<file path="config.mk">
export PLATFORM = sky130hd
export DESIGN_NAME = shift_rx
export DESIGN_NICKNAME = d
export VERILOG_FILES = /design/src/rtl/shift_pkg.sv /design/src/rtl/shift_rx_ctr.sv /design/src/rtl/shift_rx.sv
export SDC_FILE = /design/constraint.sdc
export NUM_CORES = 1
export LEC_CHECK = 0
export CAP_MARGIN = 20
export CELL_PAD_IN_SITES_DETAIL_PLACEMENT = 1
export CELL_PAD_IN_SITES_GLOBAL_PLACEMENT = 1
export CORE_AREA = 5 5 48 50
export CTS_BUF_LIST = sky130_fd_sc_hd__clkbuf_4 sky130_fd_sc_hd__clkbuf_8 sky130_fd_sc_hd__clkbuf_16
export DETAILED_ROUTE_END_ITERATION = 8
export DIE_AREA = 0 0 53 55
export PLACE_DENSITY_LB_ADDON = 0.1
export REMOVE_ABC_BUFFERS = 1
export SLEW_MARGIN = 30
export SYNTH_ARGS = -nofsm -noshare
export SYNTH_HDL_FRONTEND = slang
export SYNTH_SLANG_ARGS = --single-unit
</file>
<file path="constraint.sdc">
create_clock -name clk -period 1.5 [get_ports clk]
set_input_delay 0.15 -clock clk [delete_from_list [all_inputs] [get_ports clk]]
set_output_delay 0.15 -clock clk [all_outputs]
set_load 0.005 [all_outputs]
</file>
<file path="src/rtl/shift_pkg.sv">
// shift_pkg: encodings shared by both ends of the shift-register serial link
package shift_pkg;
  typedef enum logic {ST_IDLE = 1'b0, ST_SHIFT = 1'b1} state_e;
  localparam logic DIR_LSB = 1'b0;
  localparam logic DIR_MSB = 1'b1;
  localparam logic [1:0] SEL_HOLD = 2'b00;
  localparam logic [1:0] SEL_SHL  = 2'b01;
  localparam logic [1:0] SEL_SHR  = 2'b10;
  localparam logic [1:0] SEL_LOAD = 2'b11;
endpackage

</file>
<file path="src/rtl/shift_rx_ctr.sv">
// shift_rx_ctr: frame bit counter; tc flags the bit that completes a frame
module shift_rx_ctr #(
  parameter int WIDTH = 4
) (
  input  logic clk,
  input  logic reset,
  input  logic clr,
  input  logic inc,
  output logic tc
);
  localparam int CW = $clog2(WIDTH);
  logic [CW-1:0] cnt_q, cnt_d, base;
  // a clear restarts from zero in the same cycle, so a bit arriving with it counts as bit one
  always_comb begin
    base  = clr ? '0 : cnt_q;
    tc    = inc && (base == CW'(WIDTH - 1));
    cnt_d = tc ? '0 : base + CW'(inc);
  end
  // count register
  always_ff @(posedge clk) begin
    if (reset) cnt_q <= '0;
    else       cnt_q <= cnt_d;
  end
endmodule

</file>
<file path="src/rtl/shift_rx.sv">
// shift_rx: serial-in/parallel-out receiver with a one-word valid/ready output buffer
module shift_rx
  import shift_pkg::*;
#(
  parameter int WIDTH = 4
) (
  input  logic             clk,
  input  logic             reset,
  input  logic             start,
  input  logic             dir,
  input  logic             sin,
  input  logic             sin_valid,
  input  logic             out_ready,
  input  logic             clr_ovr,
  output logic [WIDTH-1:0] q,
  output logic             q_valid,
  output logic             busy,
  output logic             overrun
);
  state_e state_q, state_d;
  logic dir_q, dir_d, q_valid_q, q_valid_d, overrun_q, overrun_d;
  logic [WIDTH-1:0] sreg_q, sreg_d, q_q, q_d;
  logic accept, eff_dir, done, load;
  shift_rx_ctr #(.WIDTH(WIDTH)) u_ctr (
    .clk  (clk),
    .reset(reset),
    .clr  (start),
    .inc  (accept),
    .tc   (done)
  );
  // start takes effect in its own cycle, so its bit uses the new direction
  always_comb begin
    accept    = sin_valid && (start || state_q == ST_SHIFT);
    eff_dir   = start ? dir : dir_q;
    dir_d     = start ? dir : dir_q;
    sreg_d    = !accept ? sreg_q :
                (eff_dir == DIR_MSB) ? {sreg_q[WIDTH-2:0], sin} : {sin, sreg_q[WIDTH-1:1]};
    state_d   = start ? ST_SHIFT : done ? ST_IDLE : state_q;
    load      = done && (!q_valid_q || out_ready);
    q_d       = load ? sreg_d : q_q;
    q_valid_d = load || (q_valid_q && !out_ready);
    overrun_d = (done && q_valid_q && !out_ready) || (overrun_q && !clr_ovr);
  end
  // FSM, shift register and output buffer
  always_ff @(posedge clk) begin
    if (reset) begin
      state_q   <= ST_IDLE;
      dir_q     <= DIR_LSB;
      sreg_q    <= '0;
      q_q       <= '0;
      q_valid_q <= 1'b0;
      overrun_q <= 1'b0;
    end else begin
      state_q   <= state_d;
      dir_q     <= dir_d;
      sreg_q    <= sreg_d;
      q_q       <= q_d;
      q_valid_q <= q_valid_d;
      overrun_q <= overrun_d;
    end
  end
  assign q       = q_q;
  assign q_valid = q_valid_q;
  assign busy    = (state_q == ST_SHIFT);
  assign overrun = overrun_q;
endmodule
</file>
==> results.py, run 1 <==
metrics = {
    "cts": {
        "postCtsResizedCells": 0,
        "clock-sinks": 14,
        "cts_root_buf": "clkbuf_4",
        "cts_buffers": 3,
        "ctsHoldBuffers": 0,
        "cts_setup_buffers": 0,
        "cts_tree": "done",
        "clk-insertion-delay-late_ns": 0.28,
        "clkTransAtPathRegs_ns": 0.09,
        "cts_max_level": 1,
        "clk_path_buf_depth": 2,
    },
    "timing": {
        "setup_viol": 0,
        "period_minus_slack_ns": 1.37,
        "slew_viol_final": 0,
        "tightest_slew_ns": 0.315,
        "fmax_mhz": 731,
        "rsz0062_at_grt": "false",
        "fin_hold_ws_ns": 0.483,
        "slew_headroom_pct": 78.4,
        "post-route-period-util_pct": 91.2,
        "fin_skew_ns": 0.00640,
        "hold_viol": 0,
    },
    "synthesis": {
        "yosysTopAreaCell": "dfxtp_1",
        "synth_seq_cells": 14,
        "yosysUniqueCellTypes": 22,
        "synth_top_area_share_pct": 46.9,
        "synth-edff-count": 0,
        "synth_most_common_cell": "dfxtp_1",
        "yosys_warnings": 0,
        "async_reset_ff_share_pct": 0,
        "synth_cells": 58,
        "synth_flop_cell": "dfxtp_1",
        "synthTopCellsByCount": "dfxtp_1, a211oi_1, nor2_1, a31oi_1, mux2i_1",
        "syn_avg_cell_area_sq_um": 10.3,
        "syn-cell-area_sq_um": 598,
        "synth.area.top_cells": "dfxtp_1, a211oi_1, mux2i_1, a211oi_2, a31oi_1",
        "seq_area_frac_synth_pct": 46.9,
    },
    "worst_setup_path": {
        "cp_slowest_cell": "clkdlybuf4s50_1",
        "startpoint_type": "input port",
        "crit_chain": "clkdlybuf4s50_1 > mux2i_2 > buf_4 > mux2i_1 > a211oi_1",
        "crit_type": "input port to flop",
        "arrival_ns": 1.54,
        "critPathCaptureType": "flop",
        "r2r_cells": 3,
        "max_stage_delay_ns": 0.56,
        "cp_max_fo": 4,
        "crit_required_ns": 1.67,
    },
    "placement": {
        "io_buffers": 14,
        "dp_hpwl_microns": 1080,
        "placed_area_sq_um": 798,
        "gp_congestion": 0.652,
    },
    "power": {
        "ir_drop_mv": 0.495,
        "p_per_area_nw_per_um2": 921,
        "power.leakage_nw": 0.316,
        "fin_total_pwr_w": 0.000769,
    },
    "floorplanning": {
        "start_util_pct": 32.1,
        "die_area_sq_um": 2920,
        "die-width_microns": 53,
        "die_y_microns": 55,
        "placementRows": 16,
        "io_pins": 15,
        "core_sq_um": 1860,
    },
    "cells_and_area": {
        "finalInstanceArea_sq_um": 835,
        "final_util_pct": 44.8,
        "nets": 88,
        "area_delta_synth_final_pct": 39.5,
        "drive_above_1_share_pct": 21.8,
        "n_antenna_cell": 0,
    },
    "worst_hold_path": {
        "hp-class": "flop to flop",
        "worstHoldPathCells": 2,
    },
    "run": {
        "maxCapViolCount": 0,
    },
    "grt": {
        "grt_max_degree": 15,
        "grt_antenna_before_repair": 0,
        "grt_use_total_pct": 11.9,
        "grt.overflow.total": 0,
        "grt_pass1_vias": 560,
        "grt_pass1_wl_microns": 2440,
    },
    "routing": {
        "wl_per_cell_microns": 13.6,
        "drt_iter0_markers": 1,
        "routed_wl_microns": 1420,
        "postRouteAntennaNets": 0,
        "drc_errors": 0,
        "vias_per_cell": 4.78,
        "drt_pass1_iterations": 2,
        "vias": 502,
    },
    "run_status": {
        "status": "complete, no violations",
    },
}
[cells by family after synthesis]
kind of cell | count (synthesis) | synth area share [%]
flip-flops | 14 | 46.9
multiplexers | 5 | 9.00
adder cells (fa/ha/maj) | 1 | 2.09
XOR/XNOR | 1 | 1.46
AO/OA/AOI/OAI | 15 | 19.0
buffers and inverters | 4 | 3.14
AND/OR/NAND/NOR | 18 | 18.4
[area by class of cell]
type,count,area [sq um]
multi-input cells,40,299
well taps,27,33.8
repair buffers,20,185
flip-flops and latches,14,280
clock buffers,4,36.3
fillers,217,1030
[per-stage QoR]
stage | setup WS [ns] | instances | TNS, ns
final | 0.131 | 105 | 0
after global routing | 0.0482 | 105 | 0
after CTS | 0.130 | 105 | 0
after detailed placement | -0.179 | 101 | -1.27
after global placement | -0.161 | 101 | -0.971
after floorplan | 0.369 | 54 | 0
[metal layers]
metal  track usage, %  vias to the layer above  wire length [microns]
li1                 -                      255                      -
met1             14.0                      230                    694
met2             18.2                       13                    595
met3             4.56                        4                    103
met4             7.66                        0                     29
met5                0                        -                      0
[cell usage in the layout, fill, tap and decap left out, types with 3 or more instances in the layout]
cell type	synthesis	layout
dfxtp_1	14	14
clkdlybuf4s50_1	0	14
nor2_1	6	6
a211oi_1	6	6
buf_4	0	6
mux2i_1	4	4
a31oi_1	4	4
clkbuf_4	0	3
[worst max-delay path, delay by kind of cell]
kind | cells | cell delay [ns]
buffers and inverters | 2 | 0.74
multiplexers | 2 | 0.54
AO/OA/AOI/OAI | 1 | 0.11
[flip-flops by register name, summed over array words and instances (netlist names)]
register,flops
dir_q,1
q,4
u_ctr.cnt_q,2
sreg_q,4
q_valid,1
busy,1
overrun,1
[report_power, final]
part	switching, W	internal [W]	total, W
clock	0.000130	0.000148	0.000278
combinational	0.0000419	0.0000541	0.0000960
sequential	0.00000926	0.000386	0.000395
[worst paths after layout]
| check | endpoint | startpoint | slack [ns] |
|---|---|---|---|
| worst max-delay path | q[3] | start | 0.13 |
| worst min-delay path | overrun | overrun | 0.48 |
| worst max register to register | q[1] | busy | 0.34 |
| worst min register to register | overrun | overrun | 0.48 |
Note: power is estimated with default switching activity, not from simulation.
==> run 2, diff against run 1 <==
CORE_AREA = 5 5 54 56   (was 5 5 48 50)
CTS_CLUSTER_SIZE = 12   (was unset)
DIE_AREA = 0 0 59 61   (was 0 0 53 55)
clock period = 1.2 ns   (was 1.5 ns; I/O delays follow)
==> run 2 against run 1 <==
  * Global-route usage shrank 2.4 points
  * Critical path depth fell by 1
  * Non-clock buffer count is 4 higher
  * Via count grew 3.4%
  * Highest routed layer unchanged
  * Sequential cell count unchanged
  * Sequential power rose by 27%
  * Combinational power increased by 72%
==> results.py, run 2 (synthesis gave the netlist of run 1 again) <==
metrics = {
    "run_status": {
        "status": "complete, no violations",
    },
    "power": {
        "p_per_area_nw_per_um2": 1010,
        "ir_drop_mv": 0.659,
        "combPwrFrac_pct": 17.5,
        "fin_total_pwr_w": 0.000946,
        "seqPwrFrac_pct": 52.9,
        "p_sw_w": 0.000249,
        "p_clk_share_pct": 29.6,
        "power.leakage_nw": 0.363,
        "p_sw_share_pct": 26.3,
        "intPower_w": 0.000697,
    },
    "grt": {
        "grtUsageMet3_pct": 3.83,
        "grt_busiest_layer": "met2",
        "grt_pass1_vias": 565,
        "grt_max_degree": 15,
        "grt_use_total_pct": 9.49,
        "grt_pass1_wl_microns": 2500,
        "met1_usage_pct": 11.8,
        "grt.met2_usage_pct": 15.1,
        "grt.overflow.total": 0,
        "grt_antenna_before_repair": 0,
    },
    "worst_setup_path": {
        "cp_max_fo": 3,
        "startpoint_type": "flop",
        "arrival_ns": 1.32,
        "max_stage_delay_ns": 0.32,
        "critPathCaptureType": "flop",
        "crit_type": "flop to flop",
        "cp_slowest_cell": "dfxtp_1",
        "crit_chain": "mux2i_2 > buf_4 > mux2i_4 > a211oi_1",
        "crit_required_ns": 1.38,
    },
    "cells_and_area": {
        "layout_common_cells": "buf_4, dfxtp_1, dlygate4sd2_1",
        "num-fill-cells": 291,
        "n_antenna_cell": 0,
        "final_cells": 111,
        "final_common_cell": "buf_4",
        "drive_above_1_share_pct": 42.0,
        "area_delta_synth_final_pct": 56.7,
        "final_util_pct": 39.3,
        "finalInstanceArea_sq_um": 937,
        "nets": 92,
    },
    "timing": {
        "slew_headroom_pct": 84.3,
        "rsz0062_at_grt": "true",
        "tightest_slew_ns": 0.236,
        "fmax_mhz": 876,
        "hold_viol": 0,
        "period_minus_slack_ns": 1.14,
        "setup_tns_ns": 0,
        "post-route-period-util_pct": 95.2,
        "setup_viol": 0,
        "slew_viol_final": 0,
        "fin_skew_ns": 0.000217,
    },
    "routing": {
        "drc_errors": 0,
        "vias_per_cell": 4.68,
        "wl_per_cell_microns": 14.0,
        "drt_iter0_markers": 5,
        "postRouteAntennaNets": 0,
        "routed_wl_microns": 1560,
        "drt_pass1_iterations": 2,
        "vias": 519,
    },
    "placement": {
        "post-place-cells": 106,
        "io_buffers": 14,
        "placed_area_sq_um": 830,
        "gp_congestion": 0.679,
        "dp_hpwl_microns": 1100,
    },
    "cts": {
        "clock-sinks": 14,
        "cts_tree": "done",
        "clk-insertion-delay-late_ns": 0.28,
        "clk_path_buf_depth": 2,
        "cts_buffers": 3,
        "clkTransAtPathRegs_ns": 0.09,
        "cts_max_level": 1,
        "cts_root_buf": "clkbuf_4",
    },
    "run": {
        "maxCapViolCount": 0,
    },
    "floorplanning": {
        "die_y_microns": 61,
        "start_util_pct": 25.1,
        "placementRows": 18,
        "die-width_microns": 59,
        "die_area_sq_um": 3600,
        "core_sq_um": 2390,
        "io_pins": 15,
    },
    "worst_hold_path": {
        "hp-class": "input port to flop",
    },
}
-- run 2: repair_timing --
action,4_1_cts,5_1_grt
resized for setup,19,8
hold endpoints to repair,0,0
hold buffers,0,0
setup endpoints to repair,19,8
setup buffers,3,0
pin swaps,4,3
-- run 2: stage by stage --
stage               worst slack [ns]  hold slack (ns)
CTS                          0.00837            0.411
detailed placement            -0.476            0.468
global route                -0.00511            0.436
floorplan                     0.0689            0.185
finish                        0.0579            0.406
global placement              -0.432            0.460
-- run 2: path summary, 6_finish.rpt --
path	from	to	slack, ns	cells after the start
worst max-delay path	dir_q	sreg_q[2]	0.06	4
worst min-delay path	start	dir_q	0.41	4
worst max register to register	dir_q	sreg_q[2]	0.06	4
worst min register to register	overrun	overrun	0.48	2
-- run 2: per-layer routing --
layer  part of all wire [%]  wire, microns
met1                     48            743
met5                      0              0
met2                     47            729
met3                    4.8             75
met4                   0.58              9
-- run 2: critical path: cells and delay by family (launching register included) --
kind / cells / cell delay (ns)
buffers and inverters: 1 / 0.20
AO/OA/AOI/OAI: 1 / 0.10
flip-flops: 1 / 0.32
multiplexers: 2 / 0.42
-- run 2: power groups by stage --
stage	Combinational [W]	Clock, W	Sequential, W
after floorplan	0.0000552	0	0.000502
after global placement	0.000136	0	0.000504
after detailed placement	0.000138	0	0.000505
after CTS	0.000148	0.000296	0.000495
after global routing	0.000179	0.000304	0.000503
final	0.000165	0.000280	0.000501
-- run 2: layout make-up --
| class | instances | area (sq um) | share of cell area (%) |
|---|---|---|---|
| clock buffers | 3 | 22.5 | 2.40 |
| multi-input cells | 40 | 372 | 39.7 |
| flip-flops and latches | 14 | 288 | 30.7 |
| well taps | 30 | 37.5 | 4.01 |
| repair buffers | 24 | 218 | 23.2 |
==> variant 1 (settings of run 2) <==
`WIDTH` is set to 4 in 2 places; all go to 2.
--- a/src/rtl/shift_rx_ctr.sv
+++ b/src/rtl/shift_rx_ctr.sv
@@ -1,5 +1,5 @@
 // shift_rx_ctr: frame bit counter; tc flags the bit that completes a frame
 module shift_rx_ctr #(
-  parameter int WIDTH = 4
+  parameter int WIDTH = 2
 ) (
   input  logic clk,
--- a/src/rtl/shift_rx.sv
+++ b/src/rtl/shift_rx.sv
@@ -3,5 +3,5 @@
   import shift_pkg::*;
 #(
-  parameter int WIDTH = 4
+  parameter int WIDTH = 2
 ) (
   input  logic             clk,
Ports: changed (resized q); port bits go from 15 to 13. No check against the original RTL was run, so the function may have changed too.
==> variant 1 against run 2 <==
Cell area is 23% lower. Clock skew is 0.0035 ns higher. Setup slack worse by 0.010 ns. Count of clock-buffer cells in the layout is 1 higher. Combinational power is 16% lower. Sequential power is 36% lower. Wire length is 24% lower. First-iteration DRC count is 80% higher. Area after synthesis is 33% lower. Sequential cell count is 5 lower. Sequential share of layout area is 5.4 points lower. Critical path depth stayed put. Total power is 23% lower. Critical endpoint is now q[0]. Largest power group unchanged.
==> variant 1: results (changes against run 2) <==
| Metric | Value |
|---|---|
| Result of the run | finished clean |
| Fraction of final layout cells with drive strength greater than 1 | 43.7% (+1.7 points) |
| Clock insertion delay at the later pin of the skew report | 0.26 ns (-0.02 ns) |
| Unique masters post-synth | 19 (-14%) |
| Classification of the worst-slack hold path | input port to register |
| Number of global-route vias before repair | 444 (-21%) |
| Worst Hold Path EP | busy |
| Vias post-DR | 411 (-21%) |
| Buffers, non-clock | 23 (-4.2%) |
| Clock slew at reported path FFs | 0.07 ns (-0.02 ns) |
| Multiplexer share of the synthesized area | 3.73% (-5.3 points) |
| DRC marker count from the first detailed-route iteration | 9 (+4) |
| Weighted congestion reported at the end of routability-driven placement | 0.659 (-3.0%) |
| Critical R2R Launch | dir_q |
| Fraction of the mapped netlist area in compound gates | 21.7% (+2.7 points) |
| Register-to-register setup slack | 0.05 ns |
| Syn Area/Cell | 8.95 sq um (-13%) |
| Multi-input gate share of the layout cell area | 36.1% (-3.6 points) |
| Clock buffer count | 4 (+1) |
| Number of cells traversed by the worst register-to-register path | 4 (unchanged) |
| Worst slack, placed | -0.370 ns (+0.106 ns) |
| Cell types with the highest counts after synthesis | sky130_fd_sc_hd__dfxtp_1, sky130_fd_sc_hd__nor2_1, sky130_fd_sc_hd__a21oi_1, sky130_fd_sc_hd__inv_1 |
| Placed cell count | 96 (-9.4%) |
| Worst hold slack across all endpoints | 0.447 ns (+0.0408 ns) |
| Worst ir drop on vdd | 0.000398 V (-40%) |
| Top delay family on crit path | compound AO/OA/AOI/OAI gates |
| Largest cells by area after synthesis | sky130_fd_sc_hd__dfxtp_1, sky130_fd_sc_hd__nor2_1, sky130_fd_sc_hd__a21oi_1 |
| Power share of the clock group | 36.7% (+7.1 points) |
| Post-cts resize count | 12 (-7) |
| Register bit count reported by yosys | 9 (-5) |
| Number of fillers in the final layout | 300 (+3.1%) |
| Placed cell area | 624 sq um (-25%) |
| Final HPWL from detailed placement | 930 um (-15%) |
| Fraction of area in registers | 25.3% (-5.4 points) |
| GRT Util Overall | 7.05% (-2.4 points) |
| Leakage dissipation | 0.307 nW (-15%) |
| Multi-input logic cell count | 31 (-23%) |
| Final Skew | 0.00373 ns (+0.00351 ns) |
| Xor and xnor fraction of the mapped netlist area | 0% (-1.5 points) |
| Slew @ Worst Pin | 0.290 ns (+0.0539 ns) |
| Share of synthesized area occupied by flip-flops and latches | 44.7% (-2.1 points) |
| Number of nets in the layout | 81 (-12%) |
| Total power per unit cell area | 1020 mW/mm^2 (+0.59%) |
| Reported net switching power | 0.184 mW (-26%) |
| Worst flop-to-flop path endpoint | q[0] |
| Post-CTS setup buffers | 1 (-2) |
| Share of final layout cell area taken by clock buffers and inverters | 4.18% (+1.8 points) |
| Adder and majority gate portion of the synthesized area | 3.11% (+1.0 points) |
| Count of inverters other than clock inverters in the layout | 4 (+4) |
| Clock buffers created by TritonCTS | 3 (unchanged) |
| Total routed wirelength | 1180 um (-24%) |
| Vias per Instance | 4.07 (-13%) |
| Final non-clock buffer share | 27.2% (+3.9 points) |
==> variant 1: cell count changes in the layout (fill, tap and decap cells not counted), sizes merged, moves of 4 or more <==
| cell | before | now |
|---|---|---|
| a211oi | 8 | 0 |
| a31oi | 4 | 0 |
| dfxtp | 14 | 9 |
| inv | 0 | 4 |
| mux2i | 5 | 0 |
| o21ai | 0 | 4 |
==> variant 1: metal layers <==
metal,global-route usage [%],wire (um),vias to the layer above
li1,-,-,207
met1,7.75,529,195
met2,11.8,597,9
met3,3.83,50,0
met4,1.94,0,0
met5,0,0,-
==> variant 1: worst max path at each step <==
| stage | slack [ns] | startpoint | endpoint |
|---|---|---|---|
| 2_1_floorplan | 0.07 | busy | q[0] |
| 3_3_place_gp | -0.36 | start | q[1] |
| 3_5_place_dp | -0.37 | start | q[0] |
| 4_1_cts | -0.002 | busy | q[1] |
| 5_1_grt | -0.004 | busy | q[1] |
| 6_report | 0.05 | dir_q | q[0] |
==> variant 2 (settings of run 2) <==
Without the edit above. `q_q` no longer has a reset.
--- a/src/rtl/shift_rx.sv
+++ b/src/rtl/shift_rx.sv
@@ -48,5 +48,4 @@
       dir_q     <= DIR_LSB;
       sreg_q    <= '0;
-      q_q       <= '0;
       q_valid_q <= 1'b0;
       overrun_q <= 1'b0;
@@ -55,8 +54,11 @@
       dir_q     <= dir_d;
       sreg_q    <= sreg_d;
-      q_q       <= q_d;
       q_valid_q <= q_valid_d;
       overrun_q <= overrun_d;
     end
+  end
+
+  always_ff @(posedge clk) begin
+    q_q <= q_d;
   end
   assign q       = q_q;
Check against the original RTL: differs if reset is asserted again (counterexample within 10 cycles, from zero or initial values and one cycle with reset high); with reset held inactive, the same outputs for 10 cycles.
==> variant 2 against run 2 <==
Area after synthesis is 4.0% lower. Total power grew 6.9%. Wire length down 12%. Die area did not move. Cell area down 0.40%. Setup slack got worse by 0.12 ns. The flow now finishes with violations (negative setup slack). Critical endpoint is now q[0]. Clock skew about the same. Non-clock buffer count rose by 3. Critical path type unchanged. Worst hold slack gained 0.035 ns. Cell count is 1.8% lower. Highest routed layer unchanged. Combinational power increased by 14%. Sequential cell count did not move. Largest cell class is now registers.
==> variant 2: results (changes against run 2) <==
| Metric | Value |
|---|---|
| Result of the run | finished, violations left |
| Violations in the final reports | negative setup slack |
| Fraction of final layout cells with drive strength greater than 1 | 45.6% (+3.6 points) |
| Number of cells traversed by the worst register-to-register path | 5 (+1) |
| Final setup margin | -0.0604 ns (-0.118 ns) |
| Number of global-route vias before repair | 510 (-9.7%) |
| Vias per Instance | 4.37 (-6.6%) |
| Internal power contribution | 0.767 mW (+10%) |
| Met2 WL post-DR | 591 um (-19%) |
| Multi-input gate share of the layout cell area | 32.4% (-7.2 points) |
| Weighted congestion reported at the end of routability-driven placement | 0.696 (+2.5%) |
| Total negative slack for setup checks | -0.195 ns (-0.195 ns) |
| Final Skew | 0.000499 ns (+0.000282 ns) |
| DRC marker count from the first detailed-route iteration | 4 (-1) |
| Global-route track usage on met1 | 10.1% (-1.6 points) |
| GR met3 Demand/Resource | 2.55% (-1.3 points) |
| Final routed wire length divided by cell count | 12.6 um (-10%) |
| Placed cell count | 103 (-2.8%) |
| Sw Ratio | 24.1% (-2.2 points) |
| Worst hold slack across all endpoints | 0.441 ns (+0.0346 ns) |
| Multi-input logic cell count | 34 (-15%) |
| Length of the first detailed-routing pass in iterations | 3 (+1) |
| Post-CTS setup buffers | 1 (-2) |
| Placed cell area | 836 sq um (+0.75%) |
| Worst ir drop on vdd | 0.000489 V (-26%) |
| Syn Area/Cell | 11.5 sq um (+11%) |
| WL met3 | 96 um (+28%) |
| Clock buffer count | 4 (+1) |
| Global-route wire length before repair | 2220 um (-11%) |
| Data arrival time of the critical path | 1.29 ns (-0.03 ns) |
| Post-cts resize count | 20 (+1) |
| Setup violations, final | 8 (+8) |
| Share of final layout cell area taken by clock buffers and inverters | 3.22% (+0.81 points) |
| Maximum fanout encountered on the critical timing path | 12 (+9) |
| Min-Delay Path Depth | 3 (-1) |
| Worst Setup EP | q[0] |
| Largest cells by area after synthesis | sky130_fd_sc_hd__dfxtp_1, sky130_fd_sc_hd__edfxtp_1, sky130_fd_sc_hd__mux2i_1 |
| Worst slack, placed | -0.537 ns (-0.0602 ns) |
| Number of fillers in the final layout | 294 (+1.0%) |
| Adder and majority gate portion of the synthesized area | 2.18% (+0.087 points) |
[variant 2: cell types whose count changed after synthesis, moves of 3 or more]
cell                              run 2  this run
sky130_fd_sc_hd__edfxtp_1             0         4
sky130_fd_sc_hd__a21oi_1              2         5
sky130_fd_sc_hd__dfxtp_1             14        10
sky130_fd_sc_hd__a31oi_1              4         0
sky130_fd_sc_hd__buf_2                3         0
[variant 2: logic make-up after synthesis]
group	count (synthesis)
multiplexers	5
adder cells (fa/ha/maj)	1
AO/OA/AOI/OAI	11
AND/OR/NAND/NOR	16
XOR/XNOR	1
buffers and inverters	2
flip-flops	14
[variant 2: worst max-delay path, stage by stage, from the launching register on]
cell,delay [ns]
sky130_fd_sc_hd__dfxtp_2,0.33
sky130_fd_sc_hd__buf_4,0.14
sky130_fd_sc_hd__o21a_4,0.20
sky130_fd_sc_hd__buf_12,0.15
sky130_fd_sc_hd__nor2_2,0.14
sky130_fd_sc_hd__a21oi_2,0.05
